## src/rtl/mips_core_pkg.sv

```systemverilog
// Shared core definitions: ROB sizing and the entry record used by the
// reorder buffer, rename and issue.
package mips_core_pkg;

    localparam int ROB_DEPTH      = 16;
    localparam int ROB_DEPTH_BITS = 4;

    // Count value meaning "every entry occupied".
    localparam logic [ROB_DEPTH_BITS:0] ROB_FULL_CNT = (ROB_DEPTH_BITS+1)'(ROB_DEPTH);

    typedef struct packed {
        logic        valid;
        logic        done;
        logic        uses_rw;
        logic [4:0]  rw_addr;
        logic [5:0]  rw_phy;
        logic [31:0] data;
    } rob_entry_t;

endpackage

```

## src/rtl/reorder_buffer.sv

```systemverilog
// In-order retirement buffer: allocates at tail, completes by tag,
// retires at most one done head entry per cycle with registered outputs.
import mips_core_pkg::*;

module reorder_buffer (
    input  logic                      i_clk,
    input  logic                      i_rst,
    input  logic                      i_alloc_valid,
    input  logic                      i_alloc_uses_rw,
    input  logic [4:0]                i_alloc_rw_addr,
    input  logic [5:0]                i_alloc_rw_phy,
    output logic                      o_alloc_ready,
    output logic [ROB_DEPTH_BITS-1:0] o_alloc_tag,
    input  logic                      i_wb_valid,
    input  logic [ROB_DEPTH_BITS-1:0] i_wb_tag,
    input  logic [31:0]               i_wb_data,
    input  logic                      i_flush,
    output logic                      o_commit_en,
    output logic [4:0]                o_commit_addr,
    output logic [5:0]                o_commit_phy,
    output logic [31:0]               o_commit_data,
    output logic                      o_retire,
    output logic                      o_empty,
    output logic [ROB_DEPTH_BITS:0]   o_count
);

    rob_entry_t                r_rob [ROB_DEPTH];
    logic [ROB_DEPTH_BITS-1:0] r_head;
    logic [ROB_DEPTH_BITS-1:0] r_tail;
    logic [ROB_DEPTH_BITS:0]   r_count;
    logic                      r_commit_en;
    logic                      r_retire;
    logic [4:0]                r_commit_addr;
    logic [5:0]                r_commit_phy;
    logic [31:0]               r_commit_data;

    rob_entry_t w_head_ent;
    logic       w_alloc_fire;
    logic       w_wb_fire;
    logic       w_retire_fire;
    logic       w_commit_fire;

    // Fire decisions for this cycle; flush suppresses all of them.
    always_comb begin
        w_head_ent    = r_rob[r_head];
        w_alloc_fire  = i_alloc_valid && (r_count != ROB_FULL_CNT) && !i_flush;
        w_wb_fire     = i_wb_valid && r_rob[i_wb_tag].valid && !i_flush;
        w_retire_fire = w_head_ent.valid && w_head_ent.done && !i_flush;
        // Writes to $zero are architecturally invisible, so they only retire.
        w_commit_fire = w_retire_fire && w_head_ent.uses_rw && (w_head_ent.rw_addr != 5'd0);
    end

    // Entry storage, pointers, occupancy and registered retire outputs.
    always_ff @(posedge i_clk) begin
        if (i_rst || i_flush) begin
            for (int i = 0; i < ROB_DEPTH; i++) begin
                r_rob[i].valid <= 1'b0;
                r_rob[i].done  <= 1'b0;
            end
            r_head      <= '0;
            r_tail      <= '0;
            r_count     <= '0;
            r_commit_en <= 1'b0;
            r_retire    <= 1'b0;
            if (i_rst) begin
                for (int i = 0; i < ROB_DEPTH; i++) begin
                    r_rob[i] <= '0;
                end
                r_commit_addr <= '0;
                r_commit_phy  <= '0;
                r_commit_data <= '0;
            end
        end else begin
            // Retire first so a same-index writeback or alloc below wins;
            // neither can legally target the retiring head anyway.
            if (w_retire_fire) begin
                r_rob[r_head].valid <= 1'b0;
                r_head              <= r_head + 1'b1;
            end
            if (w_wb_fire) begin
                r_rob[i_wb_tag].done <= 1'b1;
                r_rob[i_wb_tag].data <= i_wb_data;
            end
            if (w_alloc_fire) begin
                r_rob[r_tail].valid   <= 1'b1;
                r_rob[r_tail].done    <= 1'b0;
                r_rob[r_tail].uses_rw <= i_alloc_uses_rw;
                r_rob[r_tail].rw_addr <= i_alloc_rw_addr;
                r_rob[r_tail].rw_phy  <= i_alloc_rw_phy;
                r_rob[r_tail].data    <= '0;
                r_tail                <= r_tail + 1'b1;
            end
            case ({w_alloc_fire, w_retire_fire})
                2'b10:   r_count <= r_count + 1'b1;
                2'b01:   r_count <= r_count - 1'b1;
                default: r_count <= r_count;
            endcase
            r_retire    <= w_retire_fire;
            r_commit_en <= w_commit_fire;
            // Commit payload holds between commits.
            if (w_commit_fire) begin
                r_commit_addr <= w_head_ent.rw_addr;
                r_commit_phy  <= w_head_ent.rw_phy;
                r_commit_data <= w_head_ent.data;
            end
        end
    end

    // Status outputs decode straight from state.
    always_comb begin
        o_alloc_ready = (r_count != ROB_FULL_CNT);
        o_alloc_tag   = r_tail;
        o_empty       = (r_count == '0);
        o_count       = r_count;
        o_commit_en   = r_commit_en;
        o_retire      = r_retire;
        o_commit_addr = r_commit_addr;
        o_commit_phy  = r_commit_phy;
        o_commit_data = r_commit_data;
    end

endmodule
```

## config.mk

```make
export PLATFORM = sky130hd
export DESIGN_NAME = reorder_buffer
export DESIGN_NICKNAME = d
export VERILOG_FILES = /design/src/rtl/mips_core_pkg.sv /design/src/rtl/reorder_buffer.sv
export SDC_FILE = /design/constraint.sdc
export NUM_CORES = 1
export LEC_CHECK = 0
export CAP_MARGIN = 20
export CORE_UTILIZATION = 60
export DETAILED_ROUTE_END_ITERATION = 8
export GPL_TIMING_DRIVEN = 0
export PLACE_DENSITY = 0.78
export SYNTH_ARGS = -nofsm -noshare
export SYNTH_HDL_FRONTEND = slang
export SYNTH_SLANG_ARGS = --single-unit
```

## constraint.sdc

```tcl
create_clock -name i_clk -period 7.8 [get_ports i_clk]
set_input_delay 2.34 -clock i_clk [delete_from_list [all_inputs] [get_ports i_clk]]
set_output_delay 2.34 -clock i_clk [all_outputs]
set_load 0.05 [all_outputs]
```

Word level (Yosys, flattened, before mapping)
Memories as Yosys holds them, arrays and structs flattened. A register that Yosys moved wholly into a read port is not among the register bits.
Cells that the tools add are included.
- div/mod/pow operators: 0
- $lt $le $gt $ge: 0
- bitwise gates (word level): 16
- equal/unequal tests: 4
- muxes and demuxes: 51
- reductions and logical operators: 18
- shifts and indexed selects: 0
- add/sub/neg operators: 4
- $mul: 0
- operator list (cell ; number):
    2-to-1 mux 46 bit ; 3
    OR reduction 46 bit ; 3
    2-to-1 mux 32 bit ; 3
    2-to-1 mux 2 bit ; 17
    2-to-1 mux 4 bit ; 6
    2-to-1 mux 6 bit ; 3
    bitwise OR 1 bit ; 16
    2-to-1 mux 5 bit ; 3
    2-to-1 mux 1 bit ; 14
    one-hot mux 5 bit (2 select lines) ; 1
    adder 4 x 1 -> 4 bit, second input constant ; 2
    logical AND 1 bit ; 8
    adder 5 x 1 -> 5 bit, second input constant ; 1
    zero test 5 bit ; 1
    != test 5 bit, second input constant ; 1
    nonzero test 5 bit ; 1
    subtractor 5 x 1 -> 5 bit, second input constant ; 1
    nonzero test 2 bit ; 2
    2-to-1 mux 3 bit ; 1
    equality test 2 x 1 -> 1 bit, second input constant ; 1
    equality test 2 bit, second input constant ; 1
    != test 2 bit, second input constant ; 1
    AND reduction 2 bit ; 1
    zero test 1 bit ; 1
    logical OR 1 bit ; 1
- bits in writable memories: 736
- latch bits: 0
- ROM bits: 0
- output and inout bits: 56
- memories: 1
- register bits after elaboration: 58
- memories (name ; words ; width ; rd ports ; clocked after Yosys merged registers in ; wr ports ; RTL line ; RTL):
    r_rob ; 16 ; 46 ; 2 ; 1 ; 16 ; reorder_buffer.sv:27 ; rob_entry_t r_rob [ROB_DEPTH];

Logic depth before layout (Yosys ltp)
Gate-level depths: netlist of run 1.
- word-level depth: 8
- mapped depth: 20
- depth with buffers taken out: 15

Least setup slack after synthesis of run 1
Ideal clock, no wire load.
- path kind: input to register
- start: in i_flush
- end: reg r_commit_addr[0], in the netlist o_commit_addr[0], enable pin
- arrival: 5.591 ns
- setup time: 0.508 ns
- slack: 1.701 ns
- required time: 7.292 ns
- stages on the path: 1
- path through: o31ai_1
- word-level cells in the longest chain between the ends: 6
- elaborated cells between the ends (all ways): 8
- ends and longest elaborated chain (element ; RTL line ; RTL):
    from (decl) ; reorder_buffer.sv:17 ; input logic i_flush,
    zero test 1 bit ; reorder_buffer.sv:48 ; w_retire_fire = w_head_ent.valid && w_head_ent.done && !i_flush;
    logical AND 1 bit ; reorder_buffer.sv:48 ;
    logical AND 1 bit (2 in a row) ; reorder_buffer.sv:50 ; w_commit_fire = w_retire_fire && w_head_ent.uses_rw && (w_head_ent.rw_addr != 5'd0);
    nonzero test 2 bit (no line) ; n/a ;
    AND reduction 2 bit (no line) (*) ; n/a ;
    to (signal assigned) ; reorder_buffer.sv:102 ; r_commit_addr <= w_head_ent.rw_addr;
    to (decl) ; reorder_buffer.sv:33 ; logic [4:0] r_commit_addr;
Every way passes the cells marked *; elsewhere a longest branch is shown, timed or not.
A chain may end at the register's enable or synchronous reset.

==> impl_metrics.ini, run 1 <==
[status]
outcome = finished clean

[worst_setup_path]
endpoint_kind = register
crit_fanout = 12
path_delay_family = buffers and inverters
cp-start-kind = input pin
worstPathCellList = clkdlybuf4s50_1 > inv_1 > clkbuf_1 > clkbuf_1 > nand2_1
crit_arrival_ps = 5750
ff2ff_path_depth = 18
required_ps = 7980
critPathBufInv = 4
slowest_stage = clkbuf_1
regToRegSetupSlack_ps = 3250
critical_path_depth = 5
cpMostUsedCell = clkbuf_1
critPathKind = in -> reg
crit_path_max_incr_delay_ps = 910

[place]
dp_hpwl_mm = 90.1
portBuffers = 74
place_area_sq_mm = 0.0397
pre_cts_slack_ps = 1850
place_congestion = 0.986

[clocking]
clk_pin_slew_ps = 60
root_buffer = clkbuf_16
cts_resized = 0
numCtsBuffers = 82
tritoncts = built
clockBufferDepth = 3
clock-sinks = 798
insertion_delay_ps = 660
h-tree-depth = 3
holdBufCountCts = 0
cts_setup_buffers = 0

[timing]
hold_viol = 0
max_freq_mhz = 180
setup_violations = 0
slew_headroom_pct = 18.2
drv_slew = 0
fin_crit_sh_pct = 71.4
skew_ps = 20.2
fin_crit_ps = 5570
layout_setup_ws_ps = 2230
worst_hold_slack_ps = 465
rsz0062_at_grt = no
worst_pin_slew_ps = 1230

[final_layout]
fillCellCount = 4652
fin_area_sq_mm = 0.0424
final_nets = 3747
layout-drive-gt1-share_pct = 27.7
syn_to_final_growth_pct = 12.1

[synth]
syn_area_sq_mm = 0.0378
yosysWarnings = 0
ys_async_sr_fraction_pct = 0
seq_area_frac_synth_pct = 48.5
netlist_top_cells_area = dfxtp_1 (30%), edfxtp_1 (19%), mux4_2 (13%)
ys_types = 58
synth_top_cell_area_share_pct = 29.8
syn_area_per_cell_sq_um = 10.7
synth_seq_cells = 798
synth_area_leader_cell = dfxtp_1
synthTopCellsByCount = dfxtp_1 (563), nand2_1 (560), nand3_1 (528), a21oi_2 (480), edfxtp_1 (235)
synth_edf_count = 235
yosysMostFrequentCell = dfxtp_1
syn_nets = 3584
syn_inst = 3519
synth_flop_cell = dfxtp_1

[floorplanning]
die_area_sq_mm = 0.0640
ios = 109
core_sq_mm = 0.0619
rows = 91
die_h_um = 253
die_w_um = 253
start_util_pct = 61.1

[power]
p_per_area_mw_per_mm2 = 205
ir_drop_mv = 0.188
p_leak_nw = 14.5

[drt]
firstDrtPassIters = 7
ant_nets = 0
drc = 0
wirelength_mm = 131
via_per_inst = 6.78
wire_per_inst_um = 28.5
route.vias.total = 31098
drtIter0Drc = 4469

[job]
maxCapViolCount = 0

[global_routing]
antenna_found_initial = 4
first_global_vias = 30194
grt_pass1_wl_mm = 191
grt_usage_pct = 40.7
grt.overflow.total = 0
grt_max_degree = 15

[worst_hold_path]
hold_class = reg -> reg
worstHoldPathCells = 2
layout by cell type, fill, tap and decap left out, drive strengths merged, types with 23 or more instances in the layout:
cell and n:
clkbuf 277, edfxtp 235, nand3 528, and2 72, and3 198, dfxtp 563, a21oi 544, nor2 23
nand2 561, clkdlybuf4s50 74, buf 271, mux4 214
per-stage QoR:
step / setup TNS [ps] / instances / power (mW) / util (%)
after floorplan: 0 / 3519 / 4.60 / -
after global placement: -101320 / 4430 / 4.76 / 63.9
after detailed placement: 0 / 4435 / 4.76 / 64.1
final: 0 / 4584 / 8.71 / 68.4
after global routing: 0 / 4583 / 8.84 / 68.4
after CTS: 0 / 4583 / 8.65 / 68.4
sequential cells by signal, summed over array words and instances, names as in the netlist, named ones only:
register / count
o_alloc_tag: 4
o_commit_addr: 5
o_commit_data: 32
o_commit_en: 1
o_commit_phy: 6
o_count: 5
o_retire: 1
r_head: 4
r_rob: 736
path summary, 6_finish.rpt:
check | start | endpoint
worst max-delay path | i_rst | r_rob[7][39]
worst min register to register | r_rob[9][44] | r_rob[9][44]
worst min-delay path | r_rob[9][44] | r_rob[9][44]
worst max register to register | register | o_count[4]
logic make-up after synthesis:
group,Yosys count,share of synthesized area [%]
buf+inv,440,6.43
simple gates,1444,18.5
compound gates,591,12.9
xor+xnor,8,0.185
flops,798,48.5
fa+ha+maj,12,0.397
mux,226,13.1
tightest hold or removal path, stage by stage, from the launching register on:
cell,delay (ps)
dfxtp_1,310
nand2_1,50
a21oi_1,50
final cells by class:
class	instances	area, sq um	share of cell area (%)
Sequential cell	798	18300	43.2
Clock buffer	117	2330	5.49
Tap cell	837	1050	2.47
Clock inverter	31	363	0.856
Multi-Input combinational cell	2281	17100	40.3
Timing Repair Buffer	79	828	1.95
Buffer	426	2380	5.61
Antenna cell	1	2.50	0.00590
Inverter	14	52.6	0.124
power breakdown:
| group | switching (mW) | internal [mW] |
|---|---|---|
| Combinational | 0.286 | 0.0782 |
| Sequential | 0.0151 | 4.31 |
| Clock | 1.76 | 2.26 |
| Total | 2.06 | 6.65 |
layer usage:
| layer | part of all wire [%] | routed length, um | track usage (%) |
|---|---|---|---|
| met1 | 37 | 48300 | 53.9 |
| met5 | 0.032 | 42 | 0 |
| met3 | 14 | 17700 | 10.8 |
| met2 | 43 | 56100 | 59.3 |
| met4 | 6.6 | 8640 | 26.0 |
No activity file was read; power rests on OpenSTA's default activity.
==> run 2, diff against run 1 <==
--- a/config.mk
+++ b/config.mk
@@ -6,10 +6,10 @@
 export NUM_CORES = 1
 export LEC_CHECK = 0
 export CAP_MARGIN = 20
-export CORE_UTILIZATION = 60
+export CORE_UTILIZATION = 56
 export DETAILED_ROUTE_END_ITERATION = 8
 export GPL_TIMING_DRIVEN = 0
-export PLACE_DENSITY = 0.78
+export PLACE_DENSITY = 0.76
 export SYNTH_ARGS = -nofsm -noshare
 export SYNTH_HDL_FRONTEND = slang
 export SYNTH_SLANG_ARGS = --single-unit
==> constraint.sdc (replaced) <==
create_clock -name i_clk -period 4.9 [get_ports i_clk]
set_input_delay 1.47 -clock i_clk [delete_from_list [all_inputs] [get_ports i_clk]]
set_output_delay 1.47 -clock i_clk [all_outputs]
set_load 0.05 [all_outputs]
==> impl_metrics.ini, run 2 (synthesis results as in run 1) <==
[final_layout]
syn_to_final_growth_pct = 12.4
seq_area_sq_mm = 0.0183
fillCellCount = 5218
regMostFlops = r_rob
final_common_cell = dfxtp_1
layout_common_cells = dfxtp_1 (563), nand2_1 (560), nand3_1 (528)
final_nets = 3749
multi_input_area_sq_mm = 0.0171
layout-drive-gt1-share_pct = 27.8
largest_reg_flops = 736

[place]
place_congestion = 0.987
dp_hpwl_mm = 90.2
portBuffers = 74
pre_cts_slack_ps = 124

[job]
maxCapViolCount = 0

[clocking]
clk_pin_slew_ps = 60
root_buffer = clkbuf_16
clock-sinks = 798
cts_resized = 0
holdBufCountCts = 0
h-tree-depth = 3
clockBufferDepth = 3
insertion_delay_ps = 650
numCtsBuffers = 84
cts_setup_buffers = 0
tritoncts = built

[timing]
fin_crit_sh_pct = 91.4
setup_violations = 0
slew_headroom_pct = 22.6
rsz0062_at_grt = no
max_freq_mhz = 223
worst_pin_slew_ps = 1160
hold_viol = 0
layout_setup_ws_ps = 421
skew_ps = 22.0
fin_crit_ps = 4480
drv_slew = 0

[floorplanning]
rows = 94
die_h_um = 262
die_w_um = 262
ios = 109
start_util_pct = 57.0
die_area_sq_mm = 0.0686
core_sq_mm = 0.0663

[worst_setup_path]
critPathKind = reg -> reg
cp-start-kind = register
cpMostUsedCell = a21oi_1
worstPathCellList = buf_4 > buf_8 > buf_2 > a21oi_1 > o21ai_0 > clkbuf_1 > nand2_1 > nor2_1 > ha_1 > clkbuf_1 > xor2_1 > ha_1 > o21a_1 > o22a_1 > a21oi_1 > xor2_1 > or3_1 > a21oi_1
endpoint_kind = register
reg2reg_to = o_count[4]
crit_arrival_ps = 5050
regToRegSetupSlack_ps = 420
crit_fanout = 10
slowest_stage = clkbuf_1
crit_path_max_incr_delay_ps = 400
ff2ff_path_depth = 18
required_ps = 5470

[worst_hold_path]
whs_endpoint = r_rob[8][44]
worstHoldPathCells = 2
hold_path_startpoint = r_rob[8][44]
hold_class = reg -> reg

[power]
p_leak_nw = 14.6
p_comb_share_pct = 4.1
ir_drop_mv = 0.277
p_int_mw = 10.7
clkPwrFrac_pct = 46.8
power_frac_seq_pct = 49.1
switching_share_pct = 23.4
total_power_mw = 14.0
p_per_area_mw_per_mm2 = 330
p_sw_mw = 3.27

[global_routing]
antenna_found_initial = 5
grt_max_degree = 15
grt_pass1_wl_mm = 190
first_global_vias = 29461
grt.overflow.total = 0
grt_usage_pct = 37.8

[drt]
ant_nets = 0
wirelength_mm = 130
wire_per_inst_um = 28.2
via_per_inst = 6.69
route.vias.total = 30907
drc = 0
firstDrtPassIters = 6
drtIter0Drc = 4866

[status]
outcome = finished clean
==> run 2: how the worst max path moves through the flow <==
stage | slack, ps | cells after the start | end
3_5_place_dp | 120 | 5 | r_rob[11][40]
6_report | 420 | 18 | o_count[4]
5_1_grt | 190 | 18 | o_count[4]
3_3_place_gp | -1720 | 2 | o_commit_data[22]
4_1_cts | 540 | 18 | o_count[4]
2_1_floorplan | 990 | 9 | o_commit_addr[0]
==> run 2: stage by stage <==
| stage | util [%] | hold slack [ps] | cell area [sq um] | setup TNS [ps] | instances |
|---|---|---|---|---|---|
| floorplan | - | 430 | 37800 | 0 | 3519 |
| global placement | 59.8 | 446 | 39600 | -73480 | 4457 |
| detailed placement | 59.9 | 454 | 39700 | 0 | 4461 |
| CTS | 64.1 | 464 | 42500 | 0 | 4616 |
| global route | 64.1 | 486 | 42500 | 0 | 4618 |
| finish | 64.1 | 464 | 42500 | 0 | 4621 |
==> run 2: layout make-up <==
type                       instances  share of cell area (%)
buffer                           426                    5.59
clock inverter                    29                   0.868
timing repair buffer              79                    1.91
tap                              864                    2.54
inverter                          14                   0.124
sequential                       798                    43.1
clock buffer                     126                    5.69
antenna                            4                  0.0235
multi-input combinational       2281                    40.1
==> run 2: power groups by stage <==
stage	Sequential, mW	Combinational (mW)	Clock, mW
5_1_grt	6.88	0.590	6.77
3_3_place_gp	7.02	0.544	0
4_1_cts	6.88	0.556	6.51
3_5_place_dp	7.03	0.554	0
6_report	6.88	0.579	6.56
2_1_floorplan	7.07	0.245	0
==> run 2: worst max-delay path, delay by kind of cell (launching register included) <==
kind                       cells  cell delay (ps)
AOI/OAI and AO/OA              6             1160
xor gates and xnor gates       2              210
adders and majority gates      2              420
buffers and inverters          5             1520
DFF                            1              300
and+or+nand+nor                3              780
==> run 2: routing by layer <==
metal,up-vias,wire length (um),track usage (%)
li1,12932,-,-
met1,15160,49000,50.3
met2,2339,55400,54.6
met3,472,18100,12.3
met4,4,7730,20.3
met5,-,29,0
